<file path="src/rtl/pong_ball_ctrl.sv">
// Ball position, direction and serve sequencing for a 640x480 pong field.
// All motion is committed on the last pixel of the frame so a visible frame never tears.
module pong_ball_ctrl #(
    parameter int BALL_SIZE     = 8,
    parameter int PADDLE_WIDTH  = 8,
    parameter int PADDLE_HEIGHT = 64,
    parameter int P1_X          = 16,
    parameter int P2_X          = 616,
    parameter int SPEED_DIV     = 1,
    parameter int SERVE_FRAMES  = 60
) (
    input  logic       i_Clk,
    input  logic       i_Reset_n,
    input  logic [9:0] i_H_count,
    input  logic [9:0] i_V_count,
    input  logic       i_Start,
    input  logic [9:0] i_P1_V_pos,
    input  logic [9:0] i_P2_V_pos,
    output logic       o_Draw_Ball,
    output logic [9:0] o_Ball_X,
    output logic [9:0] o_Ball_Y,
    output logic       o_P1_Score,
    output logic       o_P2_Score
);
    localparam logic [9:0]  CX        = 10'd316;
    localparam logic [9:0]  CY        = 10'd236;
    localparam logic [9:0]  X_MAX     = 10'(640 - BALL_SIZE);
    localparam logic [9:0]  Y_MAX     = 10'(480 - BALL_SIZE);
    localparam logic [9:0]  LEFT_HIT  = 10'(P1_X + PADDLE_WIDTH);
    localparam logic [9:0]  RIGHT_HIT = 10'(P2_X - BALL_SIZE);
    localparam logic [10:0] BS11      = 11'(BALL_SIZE);
    localparam logic [10:0] PH11      = 11'(PADDLE_HEIGHT);
    localparam int SW  = (SPEED_DIV > 1) ? $clog2(SPEED_DIV) : 1;
    localparam int SVW = (SERVE_FRAMES > 1) ? $clog2(SERVE_FRAMES) : 1;
    localparam logic [SW-1:0]  STEP_LAST  = SW'(SPEED_DIV - 1);
    localparam logic [SVW-1:0] SERVE_LAST = SVW'(SERVE_FRAMES - 1);

    typedef enum logic [1:0] {IDLE, PLAY, SCORED} state_t;

    state_t         state, state_nxt;
    logic [9:0]     x, y, x_nxt, y_nxt;
    logic           dx_neg, dy_neg, dx_neg_nxt, dy_neg_nxt;
    logic [SW-1:0]  step_cnt, step_nxt;
    logic [SVW-1:0] serve_cnt, serve_nxt;
    logic           p1_nxt, p2_nxt, draw_nxt;
    logic           frame_tick, ov1, ov2, hit_paddle, hit_wall;
    logic [10:0]    x11, y11, h11, v11;

    assign x11 = {1'b0, x};
    assign y11 = {1'b0, y};
    assign h11 = {1'b0, i_H_count};
    assign v11 = {1'b0, i_V_count};

    assign frame_tick = (i_H_count == 10'd799) && (i_V_count == 10'd524);
    assign ov1 = (y11 + BS11 > {1'b0, i_P1_V_pos}) && (y11 < {1'b0, i_P1_V_pos} + PH11);
    assign ov2 = (y11 + BS11 > {1'b0, i_P2_V_pos}) && (y11 < {1'b0, i_P2_V_pos} + PH11);
    assign hit_paddle = (dx_neg && x == LEFT_HIT && ov1) || (!dx_neg && x == RIGHT_HIT && ov2);
    assign hit_wall   = (dy_neg && y == 10'd0) || (!dy_neg && y == Y_MAX);
    assign draw_nxt   = (h11 >= x11) && (h11 < x11 + BS11) && (v11 >= y11) && (v11 < y11 + BS11);

    always_ff @(posedge i_Clk or negedge i_Reset_n) begin
        if (!i_Reset_n) begin
            state       <= IDLE;
            x           <= CX;
            y           <= CY;
            dx_neg      <= 1'b0;
            dy_neg      <= 1'b0;
            step_cnt    <= '0;
            serve_cnt   <= '0;
            o_Draw_Ball <= 1'b0;
            o_P1_Score  <= 1'b0;
            o_P2_Score  <= 1'b0;
        end else begin
            state       <= state_nxt;
            x           <= x_nxt;
            y           <= y_nxt;
            dx_neg      <= dx_neg_nxt;
            dy_neg      <= dy_neg_nxt;
            step_cnt    <= step_nxt;
            serve_cnt   <= serve_nxt;
            o_Draw_Ball <= draw_nxt;
            o_P1_Score  <= p1_nxt;
            o_P2_Score  <= p2_nxt;
        end
    end

    always_comb begin
        state_nxt  = state;
        x_nxt      = x;
        y_nxt      = y;
        dx_neg_nxt = dx_neg;
        dy_neg_nxt = dy_neg;
        step_nxt   = step_cnt;
        serve_nxt  = serve_cnt;
        p1_nxt     = 1'b0;
        p2_nxt     = 1'b0;
        if (frame_tick) begin
            if (state != IDLE && !i_Start) begin
                state_nxt  = IDLE;
                x_nxt      = CX;
                y_nxt      = CY;
                dx_neg_nxt = 1'b0;
                dy_neg_nxt = 1'b0;
                step_nxt   = '0;
                serve_nxt  = '0;
            end else begin
                case (state)
                    IDLE: if (i_Start) begin
                        state_nxt = PLAY;
                        step_nxt  = '0;
                    end
                    PLAY: begin
                        step_nxt = (step_cnt == STEP_LAST) ? '0 : step_cnt + 1'b1;
                        if (step_cnt == STEP_LAST) begin
                            if ((dx_neg && x == 10'd0) || (!dx_neg && x == X_MAX)) begin
                                // Serve direction is loaded now; SCORED never moves the ball.
                                p2_nxt     = dx_neg;
                                p1_nxt     = !dx_neg;
                                state_nxt  = SCORED;
                                serve_nxt  = '0;
                                x_nxt      = CX;
                                y_nxt      = CY;
                                dx_neg_nxt = !dx_neg;
                                dy_neg_nxt = 1'b0;
                            end else begin
                                dx_neg_nxt = dx_neg ^ hit_paddle;
                                dy_neg_nxt = dy_neg ^ hit_wall;
                                x_nxt = dx_neg_nxt ? x - 10'd1 : x + 10'd1;
                                y_nxt = dy_neg_nxt ? y - 10'd1 : y + 10'd1;
                            end
                        end
                    end
                    SCORED: begin
                        if (serve_cnt == SERVE_LAST) begin
                            state_nxt = PLAY;
                            serve_nxt = '0;
                            step_nxt  = '0;
                        end else begin
                            serve_nxt = serve_cnt + 1'b1;
                        end
                    end
                    default: state_nxt = IDLE;
                endcase
            end
        end
    end

    assign o_Ball_X = x;
    assign o_Ball_Y = y;
endmodule

</file>
<file path="config.mk">
export PLATFORM = sky130hd
export DESIGN_NAME = pong_ball_ctrl
export DESIGN_NICKNAME = d
export VERILOG_FILES = /design/src/rtl/pong_ball_ctrl.sv
export SDC_FILE = /design/constraint.sdc
export NUM_CORES = 1
export LEC_CHECK = 0
export ABC_AREA = 1
export CAP_MARGIN = 40
export CORE_AREA = 5 5 96 98
export CTS_CLUSTER_SIZE = 20
export DETAILED_ROUTE_END_ITERATION = 16
export DIE_AREA = 0 0 101 103
export GPL_ROUTABILITY_DRIVEN = 0
export PLACE_DENSITY = 0.8
export SYNTH_ARGS = -nofsm -noshare
export SYNTH_HDL_FRONTEND = slang
export SYNTH_SLANG_ARGS = --single-unit
export TNS_END_PERCENT = 10
</file>
<file path="constraint.sdc">
create_clock -name i_Clk -period 4.4 [get_ports i_Clk]
set_clock_uncertainty 0.1 [all_clocks]
set_input_delay 1.1 -clock i_Clk [delete_from_list [all_inputs] [get_ports i_Clk]]
set_output_delay 1.1 -clock i_Clk [all_outputs]
set_load 0.01 [all_outputs]
</file>
# Yosys cells after proc, flatten, opt, wreduce, memory -nomap -nowiden
# Index checks and enable logic that the tools add are counted.
[totals] reg_bits=34 latchBits=0 mem_bits_rw=0 mem_bits_ro=0 output_inout_bits=23 n_memories=0
[classes] add_sub_neg=10 multipliers=0 div_mod_pow=0 n_lt_le_gt_ge=8 eq_ne=14 shifts=0 mux=44 n_bitwise=2 n_reduce_logical=32
[op_table] operator="10-bit 2-to-1 mux" n=10
[op_table] operator="10-bit by 11-bit less-than comparator with 1-bit output" n=4
[op_table] operator="10-bit == test, second input constant" n=4
[op_table] operator="6-bit 2-to-1 mux" n=4
[op_table] operator="10-bit by 4-bit adder with 11-bit output, second input constant" n=2
[op_table] operator="10-bit by 7-bit adder with 11-bit output, second input constant" n=2
[op_table] operator="11-bit by 10-bit greater-than comparator with 1-bit output" n=2
[op_table] operator="1-bit 2-to-1 mux" n=22
[op_table] operator="10-bit by 1-bit adder with 10-bit output, second input constant" n=2
[op_table] operator="10-bit >= comparator" n=2
[op_table] operator="10-bit zero test" n=2
[op_table] operator="10-bit by 1-bit subtractor with 10-bit output, second input constant" n=2
[op_table] operator="1-bit logical AND" n=15
[op_table] operator="3-bit != test, second input constant" n=4
[op_table] operator="6-bit case mux with 2 select lines" n=1
[op_table] operator="10-bit by 5-bit == test with 1-bit output, second input constant" n=1
[op_table] operator="10-bit by 9-bit == test with 1-bit output, second input constant" n=1
[op_table] operator="2-bit 2-to-1 mux" n=5
[op_table] operator="4-bit AND reduction" n=2
[op_table] operator="6-bit by 1-bit adder with 6-bit output, second input constant" n=1
[op_table] operator="6-bit == test, second input constant" n=1
[op_table] operator="2-bit case mux with 3 select lines" n=1
[op_table] operator="5-bit AND reduction" n=1
[op_table] operator="2-bit nonzero test" n=2
[op_table] operator="12 further kinds" n=17

# Logic depth before layout (Yosys ltp)
# Gate-level depths: netlist (run 1).
[logic_depth] word_depth=11 mapped_depth=25 depth_no_buf=25

# Least setup slack after synthesis (run 1)
# Ideal clock, no wire load.
[synth_path] path_type="input -> register" start="in i_P1_V_pos[6]" end="reg x[7], in the netlist o_Ball_X[7]" arrival_time_ns=3.475 required_ns=4.174 setup_slack_ns=0.698 stages=18 cell_sequence="ha_1 -> xnor2_1 -> ha_1 -> a21oi_1 -> o21ai_0 -> inv_1 -> nand2_1 -> nor2_1 -> nand2_1 -> nand2_1 -> inv_1 -> ha_1 -> a21oi_1 -> o21ai_0 -> a21oi_1 -> o21bai_1 -> nor2_1 -> o22ai_2"
[synth_via] elab_chain_len=11 word_cells_on_any_way=12
[synth_lines] item="start, declared" line_no="17" source="input logic [9:0] i_P1_V_pos,"
[synth_lines] item="10-bit by 7-bit adder with 11-bit output" line_no="55" source="assign ov1 = (y11 + BS11 > {1'b0, i_P1_V_pos}) && (y11 < {1'b0, i_P1_V_pos} + PH11);"
[synth_lines] item="10-bit by 11-bit less-than comparator with 1-bit output" line_no="55"
[synth_lines] item="1-bit logical AND (*)" line_no="55"
[synth_lines] item="1-bit logical AND (*)" line_no="57" source="assign hit_paddle = (dx_neg && x == LEFT_HIT && ov1) || (!dx_neg && x == RIGHT_HIT && ov2);"
[synth_lines] item="1-bit logical OR (*)" line_no="57"
[synth_lines] item="1-bit bitwise XOR (*)" line_no="126" source="dx_neg_nxt = dx_neg ^ hit_paddle;"
[synth_lines] item="10-bit 2-to-1 mux (*)" line_no="128" source="x_nxt = dx_neg_nxt ? x - 10'd1 : x + 10'd1;"
[synth_lines] item="10-bit 2-to-1 mux (*)" line_no="115" source="if ((dx_neg && x == 10'd0) || (!dx_neg && x == X_MAX)) begin"
[synth_lines] item="10-bit 2-to-1 mux (*)" line_no="114" source="if (step_cnt == STEP_LAST) begin"
[synth_lines] item="10-bit 2-to-1 mux (*)" line_no="107" source="case (state)"
[synth_lines] item="10-bit 2-to-1 mux (*)" line_no="98" source="if (state != IDLE && !i_Start) begin"
[synth_lines] item="end signal, assigned" line_no="75" source="x <= x_nxt;"
[synth_lines] item="end, declared" line_no="41" source="logic [9:0] x, y, x_nxt, y_nxt;"
# Every way passes the cells marked *; elsewhere a longest branch is shown, timed or not. The select of a mux whose other input is x is not followed.
# A chain may end at the register's enable or synchronous reset.

# Worst setup path after layout (run 1)
[layout_path] start="in i_P2_V_pos[7]" end="reg x[7], in the netlist o_Ball_X[7]"
[layout_via] elab_chain_len=11 word_cells_on_any_way=12
[layout_lines] item="start, declared" line_no="18" source="input logic [9:0] i_P2_V_pos,"
[layout_lines] item="10-bit by 7-bit adder with 11-bit output" line_no="56" source="assign ov2 = (y11 + BS11 > {1'b0, i_P2_V_pos}) && (y11 < {1'b0, i_P2_V_pos} + PH11);"
[layout_lines] item="10-bit by 11-bit less-than comparator with 1-bit output" line_no="56"
[layout_lines] item="1-bit logical AND (*)" line_no="56"
[layout_lines] item="1-bit logical AND (*)" line_no="57"
[layout_lines] item="1-bit logical OR (*)" line_no="57"
[layout_lines] item="1-bit bitwise XOR (*)" line_no="126"
[layout_lines] item="10-bit 2-to-1 mux (*)" line_no="128"
[layout_lines] item="10-bit 2-to-1 mux (*)" line_no="115"
[layout_lines] item="10-bit 2-to-1 mux (*)" line_no="114"
[layout_lines] item="10-bit 2-to-1 mux (*)" line_no="107"
[layout_lines] item="10-bit 2-to-1 mux (*)" line_no="98"
# Marked as above.

==> summary.md, run 1 <==
| Metric | Value |
|---|---|
| Status | `finished, final reports clean` |
| Synth Warn # | `0` |
| Setup Crit Path Kind | `input pin to register` |
| Clock power frac | `40.5%` |
| HPWL after DPL | `10.9 mm` |
| Rel. slew slack | `51.0%` |
| Row Count | `34` |
| Crit path max fanout | `6` |
| Post-synth top area cell | `ha_1` |
| IO Pins | `66` |
| Post-synth top area share | `24.3%` |
| Critical Path Start | `i_P2_V_pos[7]` |
| Post-Syn Area | `0.00459 sq mm` |
| CP endpoint | `o_Ball_X[7]$_DFFE_PN0P_` |
| Clock latency at the later pin of the worst-skew pair | `0.30 ns` |
| Die Ht | `103 um` |
| Logic pwr share | `20.2%` |
| DIE AREA | `0.0104 sq mm` |
| Detail Route Antenna Nets | `0` |
| Fill cells | `697` |
| Placed insts | `834` |
| Hold Path Class | `register to register` |
| Clk sinks | `33` |
| Top FF cell, synth | `dfrtp_1` |
| Synthesized instance count | `654` |
| Worst path depth | `21` |
| Via Count | `4896` |
| Arrival time worst endpoint | `4.26 ns` |
| Synthesis-to-layout area growth | `23.1%` |
| Global-route wire length before repair | `21.5 mm` |
| Final Hold Fails | `0` |
| Distinct cells, synth | `43` |
| Crit path time final | `4.18 ns` |
| Area contributors post-synth | `ha_1, dfrtp_1, nand2_1` |
| Buf/Inv on CP | `2` |
| Post-route DRC | `0` |
| Seq/Total Area, Yosys | `18.3%` |
| Antenna cell count | `0` |
| Reg2Reg Setup Slack | `0.29 ns` |
| Critical-path cell list | `clkdlybuf4s50_1 -> nand3_1 -> xor2_1 -> ha_1 -> nand2_1 -> nor2_1 -> nand2_1 -> nand2_1 -> nor2_1 -> nand2_1 -> nand2_1 -> nand2_2 -> clkinvlp_4 -> ha_1 -> nand2_1 -> o21ai_0 -> a21oi_2 -> o21bai_1 -> nand2_1 -> nand2_1 -> o22ai_2` |
| Avg Cell Area, Syn | `7.02 sq um` |
| Initial Util | `54.8%` |
| Cell family with most CP delay | `simple AND/OR/NAND/NOR gates` |
| DRT Wirelength | `13.4 mm` |
| Share of flip-flops with an asynchronous set or reset | `100%` |
| Largest net degree at the start of global routing | `34` |
| Root buf cell | `clkbuf_8` |
| Fmax | `0.239 GHz` |
| Total gr overflow | `0` |
| Slew @ Worst Pin | `0.730 ns` |
| Switching portion of total power | `27.3%` |
| CP startpoint kind | `input pin` |
| Pwr Density | `137 mW/mm^2` |
| Tot GR Track Use | `25.6%` |
| Top cells by count, synth | `nand2_1, inv_1, ha_1` |
| VDD IR max | `152 uV` |
| TritonCTS clock tree | `built` |
| Hold WS | `0.448 ns` |
| Clock-pin slew on the worst setup and hold paths | `0.08 ns` |
| Slowest-stage cell, CP | `clkdlybuf4s50_1` |
| WP data required | `4.48 ns` |
| CTS Buffer Depth | `2` |
| Psw | `0.211 mW` |
| Syn_nets | `788` |
| Seq pwr share | `39.3%` |
| Count leader, synth | `nand2_1` |
| # H-tree levels | `2` |
| Fin nets | `873` |
| Worst r2r src | `o_Ball_Y[3]$_DFFE_PN1P_` |
| Post-synth EDFFs | `0` |
| Final period util | `94.9%` |
| Reg2Reg Capture Point | `o_Ball_X[7]$_DFFE_PN0P_` |
| Final setup vio count | `0` |
| Vias in the first global route | `4760` |
| Static leakage | `2.87 nW` |
| Avg WL per Cell | `15.8 um` |
| Internal power | `0.562 mW` |
| Maxcap violations | `0` |
| Routed vias/inst | `5.77` |
| Top cell by count, worst path | `nand2_1` |
| Core ar. | `0.00838 sq mm` |
| Share of cells above drive strength 1 | `8.38%` |
| Final instance count without filler cells | `848` |
| Initial antenna violation count | `0` |
| Max Slew Vio Count | `0` |
| Total negative slack | `0 ns` |
| Worst Setup End Kind | `register` |
| DR iter-0 viols | `313` |
| Slowest Stage Delay on Critical Path | `0.51 ns` |
| DIE WIDTH | `101 um` |
| Num CTS Buffers | `5` |
| Reg2Reg Depth | `23` |
| Pre-antenna DRT Iters | `5` |
| Port bufs | `65` |
| Register bit total from synthesis | `33` |
## repair_timing
item,in CTS,in global routing
setup endpoints to repair,0,5
hold buffers,0,0
setup buffers,0,6
gates resized for setup,0,16
## worst min-delay path: stages, from the launching register on
cell and delay [ns]:
dfrtp_1 0.39, nand2_1 0.08, o21ai_2 0.05
## through the flow
stage	power (mW)	cell area, sq um	utilization (%)	setup WS [ns]
6_report	0.773	5650	67.4	0.224
5_1_grt	0.804	5650	67.4	-0.0375
4_1_cts	0.770	5540	66.2	0.134
3_5_place_dp	0.461	5420	64.7	-0.186
3_3_place_gp	0.454	5420	64.7	0.00359
2_1_floorplan	0.384	4590	-	0.698
## state kept, by name, summed over array words and instances (netlist names)
name         cells
dx_neg           1
dy_neg           1
o_Ball_X        10
o_Ball_Y        10
o_Draw_Ball      1
o_P1_Score       1
o_P2_Score       1
serve_cnt        6
state            2
## cell usage in the layout, fill, tap and decap left out, drive strengths merged, types with 8 or more instances in the layout
cell type | synthesis | final
o21ai | 23 | 23
inv | 118 | 117
nand3 | 36 | 36
nor4 | 8 | 8
dfrtp | 23 | 23
nor3 | 12 | 12
nor2 | 64 | 64
clkdlybuf4s50 | 0 | 61
nand2 | 133 | 133
a21oi | 41 | 41
ha | 89 | 89
nand4 | 23 | 23
xor2 | 14 | 14
a22oi | 9 | 9
buf | 3 | 16
dfstp | 10 | 10
## worst min path at each step
stage | start | endpoint | slack [ns] | depth (start not counted)
2_1_floorplan | serve_cnt[4]$_DFFE_PN0P_ | serve_cnt[4]$_DFFE_PN0P_ | 0.39 | 2
3_3_place_gp | serve_cnt[4]$_DFFE_PN0P_ | serve_cnt[4]$_DFFE_PN0P_ | 0.41 | 2
3_5_place_dp | serve_cnt[5]$_DFFE_PN0P_ | serve_cnt[5]$_DFFE_PN0P_ | 0.43 | 2
4_1_cts | serve_cnt[5]$_DFFE_PN0P_ | serve_cnt[5]$_DFFE_PN0P_ | 0.44 | 2
5_1_grt | serve_cnt[5]$_DFFE_PN0P_ | serve_cnt[5]$_DFFE_PN0P_ | 0.46 | 2
6_report | serve_cnt[1]$_DFFE_PN0P_ | serve_cnt[1]$_DFFE_PN0P_ | 0.45 | 2
## cell families after synthesis
logic type | share of synthesized area [%]
XOR/XNOR | 4.01
multiplexers | 0.218
adder cells (fa/ha/maj) | 25.1
AND/OR/NAND/NOR | 27.6
flip-flops | 18.3
buffers and inverters | 10.2
AO/OA/AOI/OAI | 14.5
## power groups by stage
stage	Combinational, mW	Clock (mW)	Sequential (mW)
after CTS	0.153	0.314	0.304
after detailed placement	0.152	0	0.309
after floorplan	0.0743	0	0.309
final	0.156	0.313	0.304
after global routing	0.176	0.325	0.304
after global placement	0.145	0	0.309
## final cells by class
| class | count | area [sq um] | area share (%) |
|---|---|---|---|
| Clock inverter | 2 | 37.5 | 0.664 |
| Inverter | 118 | 447 | 7.91 |
| Clock buffer | 6 | 82.6 | 1.46 |
| Sequential cell | 33 | 838 | 14.8 |
| Timing Repair Buffer | 81 | 785 | 13.9 |
| Tap cell | 108 | 135 | 2.39 |
| Multi-Input combinational cell | 500 | 3330 | 58.9 |
## layer usage
layer | track usage, % | vias up | share of wire [%]
met5 | 0 | - | 0
met4 | 8.28 | 0 | 2.8
met3 | 4.19 | 37 | 7.8
met2 | 44.6 | 198 | 48
met1 | 32.4 | 2287 | 41
li1 | - | 2374 | -
Note: power is estimated with default switching activity, not from simulation.
==> inputs of run 2 (changes only) <==
--- a/config.mk
+++ b/config.mk
@@ -7,12 +7,13 @@
 export LEC_CHECK = 0
 export ABC_AREA = 1
 export CAP_MARGIN = 40
-export CORE_AREA = 5 5 96 98
+export CORE_AREA = 5 5 110 86
 export CTS_CLUSTER_SIZE = 20
 export DETAILED_ROUTE_END_ITERATION = 16
-export DIE_AREA = 0 0 101 103
+export DIE_AREA = 0 0 115 91
 export GPL_ROUTABILITY_DRIVEN = 0
-export PLACE_DENSITY = 0.8
+export MAX_ROUTING_LAYER = met4
+export PLACE_DENSITY = 0.82
 export SYNTH_ARGS = -nofsm -noshare
 export SYNTH_HDL_FRONTEND = slang
 export SYNTH_SLANG_ARGS = --single-unit
==> run 2 against run 1 <==
Register-to-register slack worse by 0.09 ns. Cell count grew 0.12%. Non-clock buffer count rose by 1. Sequential cell count unchanged. Worst setup slack lost 0.081 ns. Count of clock-buffer cells in the layout is the same. Routed wire length is 3.7% higher. Clock power about the same. Utilization increased by 0.53 points. Total power down 0.55%. Die area up 0.60%. Hold slack got worse by 0.0062 ns. Largest cell class unchanged.
==> summary.md, run 2 (same netlist as run 1, synthesis figures left out) <==
| Metric | Value |
|---|---|
| Clock-pin slew on the worst setup and hold paths | `0.07 ns (about the same)` |
| Crit path max fanout | `6 (unchanged)` |
| CP startpoint kind | `input pin` |
| Num CTS Buffers | `5 (unchanged)` |
| Final Hold Fails | `0 (unchanged)` |
| Clock latency at the later pin of the worst-skew pair | `0.29 ns (about the same)` |
| TritonCTS clock tree | `built` |
| Tot GR Track Use | `26.2% (+0.65 points)` |
| Max Slew Vio Count | `0 (unchanged)` |
| Slew @ Worst Pin | `0.869 ns (+0.139 ns)` |
| # H-tree levels | `2 (unchanged)` |
| Arrival time worst endpoint | `4.29 ns (+0.03 ns)` |
| Share of cells above drive strength 1 | `8.10% (-0.28 points)` |
| Initial Util | `55.5% (+0.71 points)` |
| Final setup vio count | `0 (unchanged)` |
| Core ar. | `0.00827 sq mm (-1.3%)` |
| DIE AREA | `0.0105 sq mm (+0.60%)` |
| HPWL after DPL | `11.0 mm (+1.3%)` |
| Placed insts | `834 (unchanged)` |
| Pwr Density | `137 mW/mm^2 (about the same)` |
| VDD IR max | `163 uV (+7.6%)` |
| Die Ht | `91 um (-12%)` |
| Commonest non-fill, non-tap cell in the layout | `nand2_1` |
| Crit path time final | `4.26 ns (+0.0812 ns)` |
| Via Count | `4893 (-0.061%)` |
| DRT Wirelength | `13.9 mm (+3.7%)` |
| Maxcap violations | `0 (unchanged)` |
| CTS Buffer Depth | `2 (unchanged)` |
| Routed vias/inst | `5.76 (-0.18%)` |
| Final period util | `96.8% (+1.8 points)` |
| Fin nets | `874 (+0.11%)` |
| Rel. slew slack | `41.6% (-9.3 points)` |
| Worst Setup End Kind | `register` |
| Avg WL per Cell | `16.4 um (+3.6%)` |
| Global-route wire length before repair | `22.0 mm (+2.5%)` |
| Vias in the first global route | `4646 (-2.4%)` |
| Setup Crit Path Kind | `input pin to register` |
| Synthesis-to-layout area growth | `22.5%` |
| Row Count | `29 (-15%)` |
| Total gr overflow | `0 (unchanged)` |
| Final instance count without filler cells | `849 (+0.12%)` |
| Final setup margin | `0.143 ns (-0.0812 ns)` |
| Largest net degree at the start of global routing | `34 (unchanged)` |
| Antenna cell count | `0 (unchanged)` |
| DR iter-0 viols | `456 (+46%)` |
| Place WS | `-0.142 ns (+0.0440 ns)` |
| Port bufs | `65 (unchanged)` |
| Hold Path Class | `register to register` |
| Fmax | `0.235 GHz (-1.9%)` |
| DIE WIDTH | `115 um (+14%)` |
| Initial antenna violation count | `0 (unchanged)` |
| WP data required | `4.43 ns (-0.05 ns)` |
| Post-route DRC | `0 (unchanged)` |
| Root buf cell | `clkbuf_8` |
| Commonest cells after routing, fill and taps aside | `nand2_1, inv_1, ha_1, clkdlybuf4s50_1, nor2_1` |
| Status | `finished, final reports clean` |
| Fill cells | `686 (-1.6%)` |
| Pre-antenna DRT Iters | `5 (unchanged)` |
| IO Pins | `66 (unchanged)` |
| Clk sinks | `33 (unchanged)` |
| Static leakage | `2.86 nW (-0.47%)` |
| Detail Route Antenna Nets | `0 (unchanged)` |
-- run 2: layout make-up --
cell class / count / area (sq um) / share of cell area, %
inverter: 118 / 447 / 7.95
tap: 108 / 135 / 2.40
clock inverter: 2 / 37.5 / 0.668
timing repair buffer: 82 / 786 / 14.0
multi-input combinational: 500 / 3300 / 58.6
sequential: 33 / 838 / 14.9
clock buffer: 6 / 82.6 / 1.47
-- run 2: where the power goes --
| part | switching [mW] | internal, mW |
|---|---|---|
| registers | 0.0000147 | 0.304 |
| clock network | 0.126 | 0.184 |
| logic | 0.0811 | 0.0732 |
-- run 2: what timing repair did --
| action | 4_1_cts | 5_1_grt |
|---|---|---|
| buffers inserted | 0 | 7 |
| setup endpoints to repair | 0 | 5 |
| gates resized for setup | 0 | 11 |
| hold buffers | 0 | 0 |
-- run 2: worst paths after layout --
path | from | endpoint | slack, ns | cells past startpoint
min reg2reg | serve_cnt[4]$_DFFE_PN0P_ | serve_cnt[4]$_DFFE_PN0P_ | 0.44 | 2
max in group asynchronous | i_Reset_n | o_Ball_X[3]$_DFFE_PN1P_ | 2.72 | 2
max | i_P2_V_pos[7] | o_Ball_X[6]$_DFFE_PN0P_ | 0.14 | 21
max reg2reg | o_Ball_Y[3]$_DFFE_PN1P_ | o_Ball_X[6]$_DFFE_PN0P_ | 0.20 | 24
min | serve_cnt[4]$_DFFE_PN0P_ | serve_cnt[4]$_DFFE_PN0P_ | 0.44 | 2
min in group asynchronous | i_Reset_n | o_Draw_Ball$_DFF_PN0_ | 1.12 | 2
-- run 2: per-layer routing --
metal	track usage [%]	vias up	wire length, um
met3	4.78	28	1220
met2	41.5	254	6510
li1	-	2370	-
met1	35.2	2241	5940
met4	5.38	0	239
met5	-	-	0
-- run 2: through the flow --
| step | hold WS, ns | utilization (%) | area, sq um | total power [mW] | setup TNS (ns) |
|---|---|---|---|---|---|
| floorplan | 0.388 | - | 4590 | 0.384 | 0 |
| global placement | 0.416 | 65.6 | 5420 | 0.453 | 0 |
| detailed placement | 0.419 | 65.6 | 5420 | 0.461 | -0.479 |
| CTS | 0.435 | 67.0 | 5540 | 0.766 | 0 |
| global route | 0.468 | 68.0 | 5620 | 0.801 | -0.0569 |
| finish | 0.442 | 68.0 | 5620 | 0.769 | 0 |
-- run 2: worst max-delay path: stages --
cell,delay (ns)
clkdlybuf4s50_1,0.51
nand3_1,0.11
xor2_1,0.16
ha_1,0.33
nand2_1,0.07
nor2_1,0.09
nand2_1,0.06
nand2_1,0.06
nor2_1,0.04
nand2_1,0.08
nand2_1,0.10
nand2_2,0.12
clkinvlp_4,0.16
ha_1,0.36
a21oi_1,0.16
nand2_1,0.13
a21o_1,0.18
a21oi_1,0.18
inv_1,0.07
nor2_1,0.12
o22ai_1,0.11
